==> config.mk <==
export PLATFORM = sky130hd
export DESIGN_NAME = cp0_exc_unit_flat
export DESIGN_NICKNAME = d
export VERILOG_FILES = /design/src/rtl/cp0_exc_unit_pkg.sv /design/src/rtl/cp0_exc_unit_if.sv /design/src/rtl/cp0_exc_unit.sv /design/src/flat_wrapper.sv
export SDC_FILE = /design/constraint.sdc
export NUM_CORES = 1
export LEC_CHECK = 0
export ABC_AREA = 1
export CAP_MARGIN = 20
export CORE_MARGIN = 2
export CORE_UTILIZATION = 45
export DETAILED_ROUTE_END_ITERATION = 16
export GPL_TIMING_DRIVEN = 1
export PLACE_DENSITY = 0.87
export SLEW_MARGIN = 20
export SYNTH_ARGS = -nofsm -noshare
export SYNTH_HDL_FRONTEND = slang
export SYNTH_SLANG_ARGS = --single-unit
export TNS_END_PERCENT = 10
==> constraint.sdc <==
create_clock -name clk -period 4.1 [get_ports clk]
set_input_delay 0.82 -clock clk [delete_from_list [all_inputs] [get_ports clk]]
set_output_delay 0.82 -clock clk [all_outputs]
set_load 0.05 [all_outputs]
==> src/rtl/cp0_exc_unit_pkg.sv <==
// Shared CP0 definitions: register numbers, exception codes, field positions
// and the handler entry address.
package cp0_exc_unit_pkg;

    localparam logic [4:0] REG_SR    = 5'd12;
    localparam logic [4:0] REG_CAUSE = 5'd13;
    localparam logic [4:0] REG_EPC   = 5'd14;
    localparam logic [4:0] REG_PRID  = 5'd15;

    typedef enum logic [4:0] {
        EXC_INT  = 5'd0,
        EXC_ADEL = 5'd4,
        EXC_ADES = 5'd5,
        EXC_RI   = 5'd10,
        EXC_OV   = 5'd12
    } exc_code_e;

    localparam int unsigned SR_IE        = 0;
    localparam int unsigned SR_EXL       = 1;
    localparam int unsigned SR_IM_LO     = 10;
    localparam int unsigned SR_IM_HI     = 15;
    localparam int unsigned CAUSE_EXC_LO = 2;
    localparam int unsigned CAUSE_EXC_HI = 6;
    localparam int unsigned CAUSE_IP_LO  = 10;
    localparam int unsigned CAUSE_IP_HI  = 15;
    localparam int unsigned CAUSE_BD     = 31;

    localparam logic [31:0] PRID_DEFAULT = 32'h0000_4350;
    localparam logic [31:0] HANDLER_ADDR = 32'h0000_4180;

    // EPC always holds a word address.
    function automatic logic [31:0] word_align(input logic [31:0] addr);
        return addr & 32'hFFFF_FFFC;
    endfunction

endpackage

==> src/rtl/cp0_exc_unit_if.sv <==
// Pipeline-side access bus of CP0: mfc0/mtc0, exception inputs, request out.
interface cp0_exc_unit_if;
    logic [4:0]  A1;
    logic [4:0]  A2;
    logic [31:0] Din;
    logic        WE;
    logic [31:0] PC;
    logic        BD;
    logic [4:0]  ExcCode;
    logic [5:0]  HWInt;
    logic        EXLClr;
    logic [31:0] Dout;
    logic [31:0] EPC;
    logic        IntReq;
    logic [31:0] Handler;

    modport master (
        output A1, A2, Din, WE, PC, BD, ExcCode, HWInt, EXLClr,
        input  Dout, EPC, IntReq, Handler
    );

    modport slave (
        input  A1, A2, Din, WE, PC, BD, ExcCode, HWInt, EXLClr,
        output Dout, EPC, IntReq, Handler
    );
endinterface

==> src/rtl/cp0_exc_unit.sv <==
// Coprocessor 0: SR/Cause/EPC/PRId, interrupt/exception request and capture.
module cp0_exc_unit
    import cp0_exc_unit_pkg::*;
#(
    parameter logic [31:0] PRID    = PRID_DEFAULT,
    parameter logic [31:0] HANDLER = HANDLER_ADDR
) (
    input logic            clk,
    input logic            reset,
    cp0_exc_unit_if.slave  bus
);

    logic [5:0]  im;
    logic        exl;
    logic        ie;
    logic        cause_bd;
    logic [5:0]  ip;
    logic [4:0]  cause_exc;
    logic [31:0] epc;

    logic        int_pend;
    logic        exc_pend;
    logic        int_req;
    logic [31:0] victim_pc;
    logic [31:0] sr_word;
    logic [31:0] cause_word;

    // Request terms; EXL masks both sources until eret.
    always_comb begin
        int_pend  = (|(bus.HWInt & im)) & ie & ~exl;
        exc_pend  = (bus.ExcCode != EXC_INT) & ~exl;
        int_req   = int_pend | exc_pend;
        victim_pc = bus.BD ? (bus.PC - 32'd4) : bus.PC;
    end

    // Architectural views of SR and Cause with unimplemented bits as zero.
    always_comb begin
        sr_word                          = '0;
        sr_word[SR_IM_HI:SR_IM_LO]       = im;
        sr_word[SR_EXL]                  = exl;
        sr_word[SR_IE]                   = ie;
        cause_word                       = '0;
        cause_word[CAUSE_BD]             = cause_bd;
        cause_word[CAUSE_IP_HI:CAUSE_IP_LO]   = ip;
        cause_word[CAUSE_EXC_HI:CAUSE_EXC_LO] = cause_exc;
    end

    // mfc0 read mux; reads see pre-write state.
    always_comb begin
        bus.Dout = '0;
        case (bus.A1)
            REG_SR:    bus.Dout = sr_word;
            REG_CAUSE: bus.Dout = cause_word;
            REG_EPC:   bus.Dout = epc;
            REG_PRID:  bus.Dout = PRID;
            default:   bus.Dout = '0;
        endcase
    end

    assign bus.EPC     = epc;
    assign bus.IntReq  = int_req;
    assign bus.Handler = HANDLER;

    // State update: capture beats mtc0; eret clears EXL after any SR write.
    always_ff @(posedge clk) begin
        if (reset) begin
            im        <= '0;
            exl       <= 1'b0;
            ie        <= 1'b0;
            cause_bd  <= 1'b0;
            ip        <= '0;
            cause_exc <= '0;
            epc       <= '0;
        end else begin
            ip <= bus.HWInt;
            if (int_req) begin
                exl       <= 1'b1;
                cause_bd  <= bus.BD;
                cause_exc <= int_pend ? EXC_INT : bus.ExcCode;
                epc       <= word_align(victim_pc);
            end else begin
                if (bus.WE && bus.A2 == REG_SR) begin
                    im  <= bus.Din[SR_IM_HI:SR_IM_LO];
                    exl <= bus.Din[SR_EXL];
                    ie  <= bus.Din[SR_IE];
                end
                if (bus.WE && bus.A2 == REG_EPC) begin
                    epc <= word_align(bus.Din);
                end
                if (bus.EXLClr) begin
                    exl <= 1'b0;
                end
            end
        end
    end

endmodule
==> src/flat_wrapper.sv <==
// flat-port wrapper written by rule: the top's interface ports become plain ports
module cp0_exc_unit_flat import cp0_exc_unit_pkg::*;
#(
    parameter logic [31:0] PRID    = PRID_DEFAULT,
    parameter logic [31:0] HANDLER = HANDLER_ADDR
)
  (clk, reset, bus_A1, bus_A2, bus_Din, bus_WE, bus_PC, bus_BD, bus_ExcCode, bus_HWInt, bus_EXLClr, bus_Dout, bus_EPC, bus_IntReq, bus_Handler);
  cp0_exc_unit_if bus_i ();
  input logic clk;
  input logic reset;
  input wire logic [$bits(bus_i.A1)-1:0] bus_A1;
  input wire logic [$bits(bus_i.A2)-1:0] bus_A2;
  input wire logic [$bits(bus_i.Din)-1:0] bus_Din;
  input wire logic [$bits(bus_i.WE)-1:0] bus_WE;
  input wire logic [$bits(bus_i.PC)-1:0] bus_PC;
  input wire logic [$bits(bus_i.BD)-1:0] bus_BD;
  input wire logic [$bits(bus_i.ExcCode)-1:0] bus_ExcCode;
  input wire logic [$bits(bus_i.HWInt)-1:0] bus_HWInt;
  input wire logic [$bits(bus_i.EXLClr)-1:0] bus_EXLClr;
  output wire logic [$bits(bus_i.Dout)-1:0] bus_Dout;
  output wire logic [$bits(bus_i.EPC)-1:0] bus_EPC;
  output wire logic [$bits(bus_i.IntReq)-1:0] bus_IntReq;
  output wire logic [$bits(bus_i.Handler)-1:0] bus_Handler;
  assign bus_i.A1 = bus_A1;
  assign bus_i.A2 = bus_A2;
  assign bus_i.Din = bus_Din;
  assign bus_i.WE = bus_WE;
  assign bus_i.PC = bus_PC;
  assign bus_i.BD = bus_BD;
  assign bus_i.ExcCode = bus_ExcCode;
  assign bus_i.HWInt = bus_HWInt;
  assign bus_i.EXLClr = bus_EXLClr;
  assign bus_Dout = bus_i.Dout;
  assign bus_EPC = bus_i.EPC;
  assign bus_IntReq = bus_i.IntReq;
  assign bus_Handler = bus_i.Handler;
  cp0_exc_unit #(.PRID(PRID), .HANDLER(HANDLER)) u_core (.clk(clk), .reset(reset), .bus(bus_i));
endmodule
==> reports/qor.csv, run 1 <==
metric;value;unit
achievable-frequency;0.286;GHz
global_route_wire_length_before_repair;18900;µm
ant_nets;0;
synth_largest_type_area_fraction;26.3;%
worst-endpoint-arrival;2.67;ns
number_of_cts_inserted_buffers;5;
worstPathRequired;3.28;ns
final.setup.tns;0;ns
fin_cells;846;
via_count_of_the_routed_design;4195;
primary_flip_flop_cell_chosen_by_synthesis_mapping;dfxtp_1;
timing.critical_path.max_delay_family;buffers and inverters;
post_synth_inst_count;602;
proportion_of_layout_cells_with_a_drive_suffix_above_1;13.8;%
synth_top_cells_by_count;nand2_1, nor2_1, inv_1;
yosys.cell_count.top_type;nand2_1;
per_cell_routed_wire_length;14.1;µm
route.detailed.vias_per_inst;4.96;
drc;0;
critical_path.startpoint_type;primary input;
cts_hold_buf;0;
fp.dieArea;9210;µm²
floorplan.core_area;8220;µm²
design.final.nets;832;
drt-initial-drc-count;211;
setup.worst_path.end_class;primary output;
gr-total-overflow;0;
crit_path_max_incr_delay;0.83;ns
crit_slowest_cell;clkdlybuf4s50_1;
report.final.hold_viol_count;0;
dpl.hpwl;9420;µm
gpl.final_weighted_congestion;0.862;
holdCritPathClass;flip-flop to flip-flop;
period_share;85.2;%
finalSetupViolations;0;
max_slew_margin;58.0;%
clock-skew-final;0.00883;ns
drt_pass1_iterations;5;
peak_supply_drop;133;µV
critical_path.cell_chain;clkdlybuf4s50_1 > nand2_1 > or2_2 > nor3_1 > clkdlybuf4s50_1;
count_of_final_max_slew_check_failures;0;
clk_pin_slew;0.10;ns
htree_num_levels;2;
grt_use_total;26.1;%
synthTopCellsByArea;dfxtp_1, nand2_1, nor2_1;
synth_area;3800;µm²
final.hold.worst_slack;0.479;ns
synth_warnings;0;
top_level_ports;187;
post-place-cells;839;
post-cts-setup-buffers;0;
fp.dieW;96.0;µm
place.port_buffers;150;
grt_setup_unrepaired;false;
grt_start_max_net_pins;44;
rows;33;
cp_num_buf_inv;2;
netlist.top_cell.by_area;dfxtp_1;
starting_utilization_of_the_core_area;46.3;%
grt_pass1_vias;4063;
clk_root_buffer_cell;clkbuf_8;
tightestPinTransition;0.630;ns
cts_resized;0;
yosysUniqueCellTypes;42;
worstPathMaxFanout;3;
maxCapViolCount;0;
power.density_cell_area;256;nW/µm²
numClockSinks;50;
critPathMostFrequentCell;clkdlybuf4s50_1;
tritoncts;yes;
avgSynthCellArea;6.32;µm²
run_status;completed;
antenna_found_initial;0;
async_set_or_reset_register_ratio_after_synthesis;0;%
insertion_delay;0.30;ns
post_synth_edffs;0;
leakage;2.37;nW
cts.path.max_buffers;2;
ys_seq_area_share;26.3;%
insertedDiodeCount;0;
postSynthRegisterBits;50;
die_y;96.0;µm
final.min_clock_period;3.49;ns
routed_wirelength;11900;µm
critPathKind;primary input to primary output;
layout-area-overhead-vs-synth;41.0;%
[flip-flops by register name, summed over array words and instances, names as in the netlist]
signal            flops
u_core.bus.EPC       30
u_core.ie             1
u_core.exl            1
u_core.im             6
u_core.ip             6
u_core.cause_exc      5
u_core.cause_bd       1
[report_power, final]
| group | switching (mW) | internal, mW |
|---|---|---|
| registers | 0.0282 | 0.522 |
| clock network | 0.168 | 0.117 |
| logic | 0.349 | 0.189 |
[cells in the final DEF (no fill, tap or decap), drive strengths merged]
cell type      count
inv               68
o21bai             1
clkbuf             5
or2                2
nor2             103
nand4             12
nor3               7
nand3b             1
nand3             34
a22o               3
o31ai              1
a31oi              6
buf               33
clkdlybuf4s50    120
o21ai             35
xnor2              7
xor2               9
conb              34
nand2            177
a21oi             28
o211ai             1
ha                 1
a211oi             1
clkinvlp           2
dfxtp             50
[worst min-delay path: cells and delay by family, from the launching register on]
kind | cells | cell delay, ns
simple gates | 1 | 0.06
flops | 1 | 0.32
compound gates | 1 | 0.06
[path summary, 6_finish.rpt]
| path | startpoint | end | cells past startpoint | slack (ns) |
|---|---|---|---|---|
| worst max register to register | u_core.im[4] | u_core.im[0] | 12 | 1.95 |
| worst max-delay path | bus_A1[3] | bus_Dout[1] | 5 | 0.61 |
| worst min-delay path | u_core.cause_exc[2] | u_core.cause_exc[2] | 2 | 0.48 |
| worst min register to register | u_core.cause_exc[2] | u_core.cause_exc[2] | 2 | 0.48 |
[stage by stage]
stage,utilization (%),instance area (µm²),power [mW],setup WS [ns]
global placement,64.3,5280,1.09,0.665
global route,65.3,5360,1.44,0.489
floorplan,-,3930,0.921,0.994
detailed placement,64.3,5280,1.10,0.594
CTS,65.3,5360,1.38,0.590
finish,65.3,5360,1.37,0.608
[cell type report]
type,instances,area [µm²]
Multi-Input combinational cell,463,2290
Inverter,68,258
Tap cell,105,131
Timing Repair Buffer,153,1600
Sequential cell,50,1000
Fill cell,737,2850
Clock buffer,5,68.8
Clock inverter,2,15.0
[per-layer routing]
| metal | share of wire [%] | track usage (%) | vias to the layer above |
|---|---|---|---|
| li1 | - | - | 2094 |
| met3 | 7.3 | 2.82 | 18 |
| met2 | 48 | 45.0 | 189 |
| met1 | 43 | 34.2 | 1894 |
| met4 | 2.2 | 7.98 | 0 |
| met5 | 0 | 0 | - |
[logic make-up after synthesis]
logic type,after synthesis,synth area share (%)
buffers and inverters,121,16.6
AOI/OAI and AO/OA,76,12.2
adders and majority gates,1,0.329
xor gates and xnor gates,16,3.68
DFF,50,26.3
other,2,0.197
and+or+nand+nor,336,40.7
No activity file was read; power rests on OpenSTA's default activity.
==> run 2, diff against run 1 <==
- ABC_AREA: 1 -> not set
- CAP_MARGIN: 20 -> 0
- PLACE_DENSITY: 0.87 -> 0.95
==> run 2 against run 1 <==
- combinational power grew 3%
- area after synthesis grew 1.1%
- first-iteration DRC count grew to 2.8 times the previous value
- via count grew 3.8%
- flip-flop and latch count is the same
- critical path depth grew 1
- core utilization grew 3.0 points
- final area grew 5.1%
- largest power group unchanged
==> reports/qor.csv, run 2 <==
metric;value;unit;change
run_status;completed;;unchanged
tightestPinTransition;0.932;ns;was 0.630 ns
achievable-frequency;0.281;GHz;was 0.286 GHz
route.detailed.vias_per_inst;6.18;;was 4.96
grt_start_max_net_pins;58;;was 44
insertion_delay;0.31;ns;was 0.30 ns
crit_path_max_incr_delay;0.81;ns;was 0.83 ns
critPathMostFrequentCell;clkdlybuf4s50_1;;unchanged
netlist.top_cell.by_area;dfxtp_1;;unchanged
count_of_final_max_slew_check_failures;0;;unchanged
cts_hold_buf;0;;unchanged
power.density_cell_area;251;nW/µm²;was 256 nW/µm²
cts.path.max_buffers;2;;unchanged
post_synth_inst_count;472;;was 602
fin_ws;0.538;ns;was 0.608 ns
starting_utilization_of_the_core_area;46.6;%;was 46.3%
drt_pass1_iterations;5;;unchanged
post-place-ws;0.567;ns;was 0.594 ns
tritoncts;yes;;unchanged
per_cell_routed_wire_length;19.4;µm;was 14.1 µm
grt_setup_unrepaired;false;;unchanged
post_synth_edffs;0;;unchanged
number_of_flip_flops_under_the_largest_register_name;30;;unchanged
rows;33;;unchanged
period_share;86.9;%;was 85.2%
drt-initial-drc-count;582;;was 211
dpl.hpwl;10400;µm;was 9420 µm
drc;0;;unchanged
max_slew_margin;37.9;%;was 58.0%
async_set_or_reset_register_ratio_after_synthesis;0;%;unchanged
numClockSinks;50;;unchanged
crit_slowest_cell;clkdlybuf4s50_1;;unchanged
top_level_ports;187;;unchanged
clock-skew-final;0.00937;ns;was 0.00883 ns
holdCritPathClass;flip-flop to flip-flop;;unchanged
mostFrequentLayoutCell;clkdlybuf4s50_1;;was nand2_1
synth_warnings;0;;unchanged
ant_nets;0;;unchanged
synth_largest_type_area_fraction;26.0;%;was 26.3%
leakage;1.90;nW;was 2.37 nW
multi_input_comb_area;2520;µm²;was 2290 µm²
critical_path.startpoint_type;primary input;;unchanged
critPathKind;primary input to primary output;;unchanged
worst-endpoint-arrival;2.74;ns;was 2.67 ns
setup.worst_path.end_class;primary output;;unchanged
clk_root_buffer_cell;clkbuf_8;;unchanged
critical_path.cell_chain;clkdlybuf4s50_1 > nand3b_1 > inv_1 > nand2_1 > nor2_1 > clkdlybuf4s50_1;;was clkdlybuf4s50_1 > nand2_1 > or2_2 > nor3_1 > clkdlybuf4s50_1
cts_resized;0;;unchanged
final.min_clock_period;3.56;ns;was 3.49 ns
layout-area-overhead-vs-synth;46.5;%;was 41.0%
via_count_of_the_routed_design;4356;;was 4195
floorplan.core_area;8260;µm²;was 8220 µm²
layout_common_cells;clkdlybuf4s50_1, dfxtp_1, conb_1;;was nand2_1, clkdlybuf4s50_1, nor2_1
ys_seq_area_share;26.0;%;was 26.3%
synthTopCellsByArea;dfxtp_1, buf_4, nor4b_1;;was dfxtp_1, nand2_1, nor2_1
grt_use_total;28.1;%;was 26.1%
synth_top_cells_by_count;dfxtp_1, clkbuf_1, buf_4;;was nand2_1, nor2_1, inv_1
gr-total-overflow;0;;unchanged
die_y;96.5;µm;was 96.0 µm
peak_supply_drop;130;µV;was 133 µV
post-cts-setup-buffers;0;;unchanged
synth_area;3850;µm²;was 3800 µm²
worstPathMaxFanout;9;;was 3
grt_pass1_vias;4053;;was 4063
worstPathRequired;3.28;ns;about the same
fp.dieArea;9310;µm²;was 9210 µm²
sequential_cell_area;1000;µm²;unchanged
clk_pin_slew;0.10;ns;about the same
postSynthRegisterBits;50;;unchanged
htree_num_levels;2;;unchanged
gpl.final_weighted_congestion;0.881;;was 0.862
insertedDiodeCount;0;;unchanged
number_of_cts_inserted_buffers;5;;unchanged
design.final.nets;690;;was 832
place.port_buffers;150;;unchanged
report.final.hold_viol_count;0;;unchanged
primary_flip_flop_cell_chosen_by_synthesis_mapping;dfxtp_1;;unchanged
n_fill_cell;609;;was 737
proportion_of_layout_cells_with_a_drive_suffix_above_1;11.2;%;was 13.8%
avgSynthCellArea;8.15;µm²;was 6.32 µm²
finalSetupViolations;0;;unchanged
routed_wirelength;13600;µm;was 11900 µm
fp.dieW;96.5;µm;was 96.0 µm
antenna_found_initial;0;;unchanged
final.setup.tns;0;ns;unchanged
maxCapViolCount;0;;unchanged
global_route_wire_length_before_repair;20400;µm;was 18900 µm
yosysUniqueCellTypes;49;;was 42
yosys.cell_count.top_type;dfxtp_1;;was nand2_1
[run 2: cell count changes after synthesis, moves of 25 or more]
cell | before | now
o31a_1 | 0 | 25
clkbuf_1 | 6 | 40
nor4_1 | 0 | 32
nand2_1 | 160 | 8
inv_1 | 60 | 7
nor4b_1 | 0 | 25
nor2_1 | 87 | 25
[run 2: through the flow]
| step | util, % | hold WS [ns] | total power, mW | cell area, µm² | instances |
|---|---|---|---|---|---|
| 6_report | 68.3 | 0.512 | 1.42 | 5640 | 705 |
| 5_1_grt | 68.3 | 0.524 | 1.47 | 5640 | 705 |
| 4_1_cts | 68.3 | 0.513 | 1.41 | 5640 | 705 |
| 3_5_place_dp | 67.1 | 0.497 | 1.11 | 5540 | 697 |
| 3_3_place_gp | 67.1 | 0.474 | 1.10 | 5540 | 697 |
| 2_1_floorplan | - | 0.457 | 0.914 | 3970 | 504 |
[run 2: cell families (layout without fill, tap and decap cells)]
kind of cell	count (synthesis)	in the layout	share of synthesized area (%)
AOI/OAI and AO/OA	109	109	21.7
xor gates and xnor gates	11	11	2.50
adders and majority gates	1	1	0.325
buffers and inverters	84	180	11.6
DFF	50	50	26.0
muxes	19	19	4.94
other	2	34	0.195
and+or+nand+nor	196	196	32.7
[run 2: where the power goes]
| group | total, mW | internal, mW | leakage [nW] | switching [mW] |
|---|---|---|---|---|
| Combinational | 0.556 | 0.213 | 1.44 | 0.343 |
| Sequential | 0.559 | 0.522 | 0.414 | 0.0366 |
| Clock | 0.302 | 0.123 | 0.0447 | 0.179 |
[run 2: cell type report]
class / count / area share (%)
clock inverters: 3 / 0.444
well taps: 105 / 2.33
flip-flops and latches: 50 / 17.8
multi-input cells: 370 / 44.8
repair buffers: 165 / 33.0
clock buffers: 5 / 1.22
inverters: 7 / 0.466
[run 2: path summary, 6_finish.rpt]
path | startpoint | to | slack, ns | depth (start not counted)
hold / removal | u_core.im[4] | u_core.im[4] | 0.51 | 2
hold reg to reg | u_core.im[4] | u_core.im[4] | 0.51 | 2
setup / recovery | bus_A1[4] | bus_Dout[8] | 0.54 | 6
setup reg to reg | u_core.exl | u_core.im[1] | 1.86 | 5
[run 2: worst max-delay path: cells and delay by family]
kind	cells	cell delay (ns)
buffers and inverters	3	1.35
AND/OR/NAND/NOR	3	0.57
[run 2: routing by layer]
| layer | vias up | track usage [%] | routed length [µm] |
|---|---|---|---|
| li1 | 1995 | - | - |
| met3 | 24 | 4.50 | 1200 |
| met2 | 280 | 45.8 | 6720 |
| met1 | 2057 | 37.5 | 5370 |
| met5 | - | 0 | 0 |
| met4 | 0 | 10.3 | 356 |
==> run 3, diff against run 2 <==
- CORE_UTILIZATION: 45 -> 42
- PLACE_DENSITY: 0.95 -> 0.94
- SETUP_SLACK_MARGIN: not set -> 0.02
- clock period: 4.1 -> 4 ns (I/O delays scaled with it)
==> run 3 against run 2 <==
- global-route usage decreased by 1.9 points
- power increased by 3.8%
- sequential share of layout area about the same
- clock power increased by 8.9%
- core utilization decreased by 4.2 points
- final cell count increased by 0.43%
- largest power group unchanged
- clock-buffer cell count increased by 2
- first-iteration DRC count decreased by 11%
- wire length decreased by 0.44%
- register-to-register slack got worse by 0.12 ns
- setup slack improved by 0.10 ns
- via count decreased by 0.60%
==> reports/qor.csv, run 3 (synthesis results as in run 2) <==
metric;value;unit;change
run_status;completed;;unchanged
leakage;1.92;nW;was 1.90 nW
htree_num_levels;2;;unchanged
design.final.nets;690;;unchanged
max_slew_margin;36.6;%;was 37.9%
rows;34;;was 33
numClockSinks;50;;unchanged
power.density_cell_area;261;nW/µm²;was 251 nW/µm²
clk_root_buffer_cell;clkbuf_8;;unchanged
reg2regPathDepth;5;;unchanged
final.min_clock_period;3.36;ns;
via_count_of_the_routed_design;4330;;was 4356
peak_supply_drop;186;µV;was 130 µV
grt_start_max_net_pins;58;;unchanged
worstPathMaxFanout;16;;was 9
die_y;99.7;µm;was 96.5 µm
period_share;84.0;%;
critPathKind;primary input to primary output;;unchanged
tritoncts;yes;;unchanged
grt_setup_unrepaired;false;;unchanged
number_of_flip_flops_under_the_largest_register_name;30;;unchanged
finalSetupViolations;0;;unchanged
grt_pass1_vias;4087;;was 4053
per_cell_routed_wire_length;19.2;µm;was 19.4 µm
drt_pass1_iterations;6;;was 5
timing.critical_path.max_delay_family;simple AND/OR/NAND/NOR gates;;was buffers and inverters
insertion_delay;0.31;ns;about the same
crit_slowest_cell;nand3b_1;;was clkdlybuf4s50_1
gr-total-overflow;0;;unchanged
antenna_found_initial;0;;unchanged
place.port_buffers;150;;unchanged
tightestPinTransition;0.951;ns;was 0.932 ns
cts.path.max_buffers;2;;unchanged
fp.dieArea;9940;µm²;was 9310 µm²
critical_path.cell_chain;clkdlybuf4s50_1 > nand3b_1 > nor2_1 > buf_4 > and2_1 > buf_12;;was clkdlybuf4s50_1 > nand3b_1 > inv_1 > nand2_1 > nor2_1 > clkdlybuf4s50_1
number_of_cts_inserted_buffers;5;;unchanged
top_level_ports;187;;unchanged
layout-area-overhead-vs-synth;46.6;%;was 46.5%
clock-skew-final;0.00900;ns;was 0.00937 ns
setup.worst_path.end_class;primary output;;unchanged
maxCapViolCount;0;;unchanged
final.hold.worst_slack;0.506;ns;was 0.512 ns
cts_resized;0;;unchanged
grt_use_total;26.2;%;was 28.1%
count_of_final_max_slew_check_failures;0;;unchanged
proportion_of_layout_cells_with_a_drive_suffix_above_1;11.8;%;was 11.2%
final.setup.tns;0;ns;unchanged
worstPathRequired;3.20;ns;was 3.28 ns
report.final.hold_viol_count;0;;unchanged
worst-endpoint-arrival;2.56;ns;was 2.74 ns
dpl.hpwl;10700;µm;was 10400 µm
crit_path_max_incr_delay;0.52;ns;was 0.81 ns
floorplan.core_area;8810;µm²;was 8260 µm²
fp.dieW;99.7;µm;was 96.5 µm
clk_pin_slew;0.09;ns;was 0.10 ns
n_fill_cell;704;;was 609
route.detailed.vias_per_inst;6.12;;was 6.18
routed_wirelength;13600;µm;about the same
mostFrequentLayoutCell;clkdlybuf4s50_1;;unchanged
ant_nets;0;;unchanged
cts_hold_buf;0;;unchanged
starting_utilization_of_the_core_area;43.7;%;was 46.6%
global_route_wire_length_before_repair;21100;µm;was 20400 µm
drt-initial-drc-count;519;;was 582
drc;0;;unchanged
achievable-frequency;0.297;GHz;
gpl.final_weighted_congestion;0.931;;was 0.881
cp_num_buf_inv;3;;unchanged
layout_common_cells;clkdlybuf4s50_1, dfxtp_1, conb_1;;unchanged
post-cts-setup-buffers;0;;unchanged
crit_cells;6;;unchanged
min_path_cells;2;;unchanged
insertedDiodeCount;0;;unchanged
holdCritPathClass;flip-flop to flip-flop;;unchanged
critical_path.startpoint_type;primary input;;unchanged
## run 3: cell types whose count changed in the layout (fill, tap and decap cells not counted)
cell / before / now
clkinvlp_4: 1 / 0
clkbuf_8: 5 / 7
buf_4: 18 / 22
clkdlybuf4s50_1: 120 / 116
inv_6: 1 / 0
## run 3: cell type report
type	instances	area, µm²	share of cell area (%)
repair buffers	165	1850	32.8
clock buffers	7	96.3	1.71
multi-input cells	370	2520	44.7
inverters	7	26.3	0.466
flip-flops and latches	50	1000	17.7
clock inverters	1	8.76	0.155
well taps	108	135	2.40
## run 3: per-stage QoR
step                cell area (µm²)  cells  total power, mW  utilization (%)  setup slack [ns]
floorplan                      3970    504            0.937                -             0.303
global placement               5540    700             1.13             62.9             0.705
detailed placement             5540    700             1.14             62.9             0.598
CTS                            5640    708             1.47             64.1             0.644
global route                   5640    708             1.52             64.1             0.535
finish                         5640    708             1.47             64.1             0.639
## run 3: worst paths after layout
check | from | end | slack [ns]
worst max-delay path | bus_A1[4] | bus_Dout[24] | 0.64
worst min-delay path | u_core.im[4] | u_core.im[4] | 0.51
worst max register to register | u_core.exl | u_core.im[2] | 1.74
worst min register to register | u_core.im[4] | u_core.im[4] | 0.51
## run 3: power breakdown
part	switching [mW]	total, mW	internal (mW)
clock	0.170	0.329	0.159
combinational	0.352	0.570	0.218
sequential	0.0371	0.572	0.535
## run 3: layer usage
metal / vias to the layer above / global-route usage, % / routed length (µm)
li1: 2009 / - / -
met1: 2048 / 33.3 / 5520
met2: 245 / 45.8 / 6810
met3: 28 / 4.08 / 956
met4: 0 / 7.69 / 291
met5: - / 0 / 0
## run 3: tightest hold or removal path, delay by kind of cell (launching register included)
kind,cells,cell delay (ns)
muxes,1,0.06
and+or+nand+nor,1,0.06
DFF,1,0.33
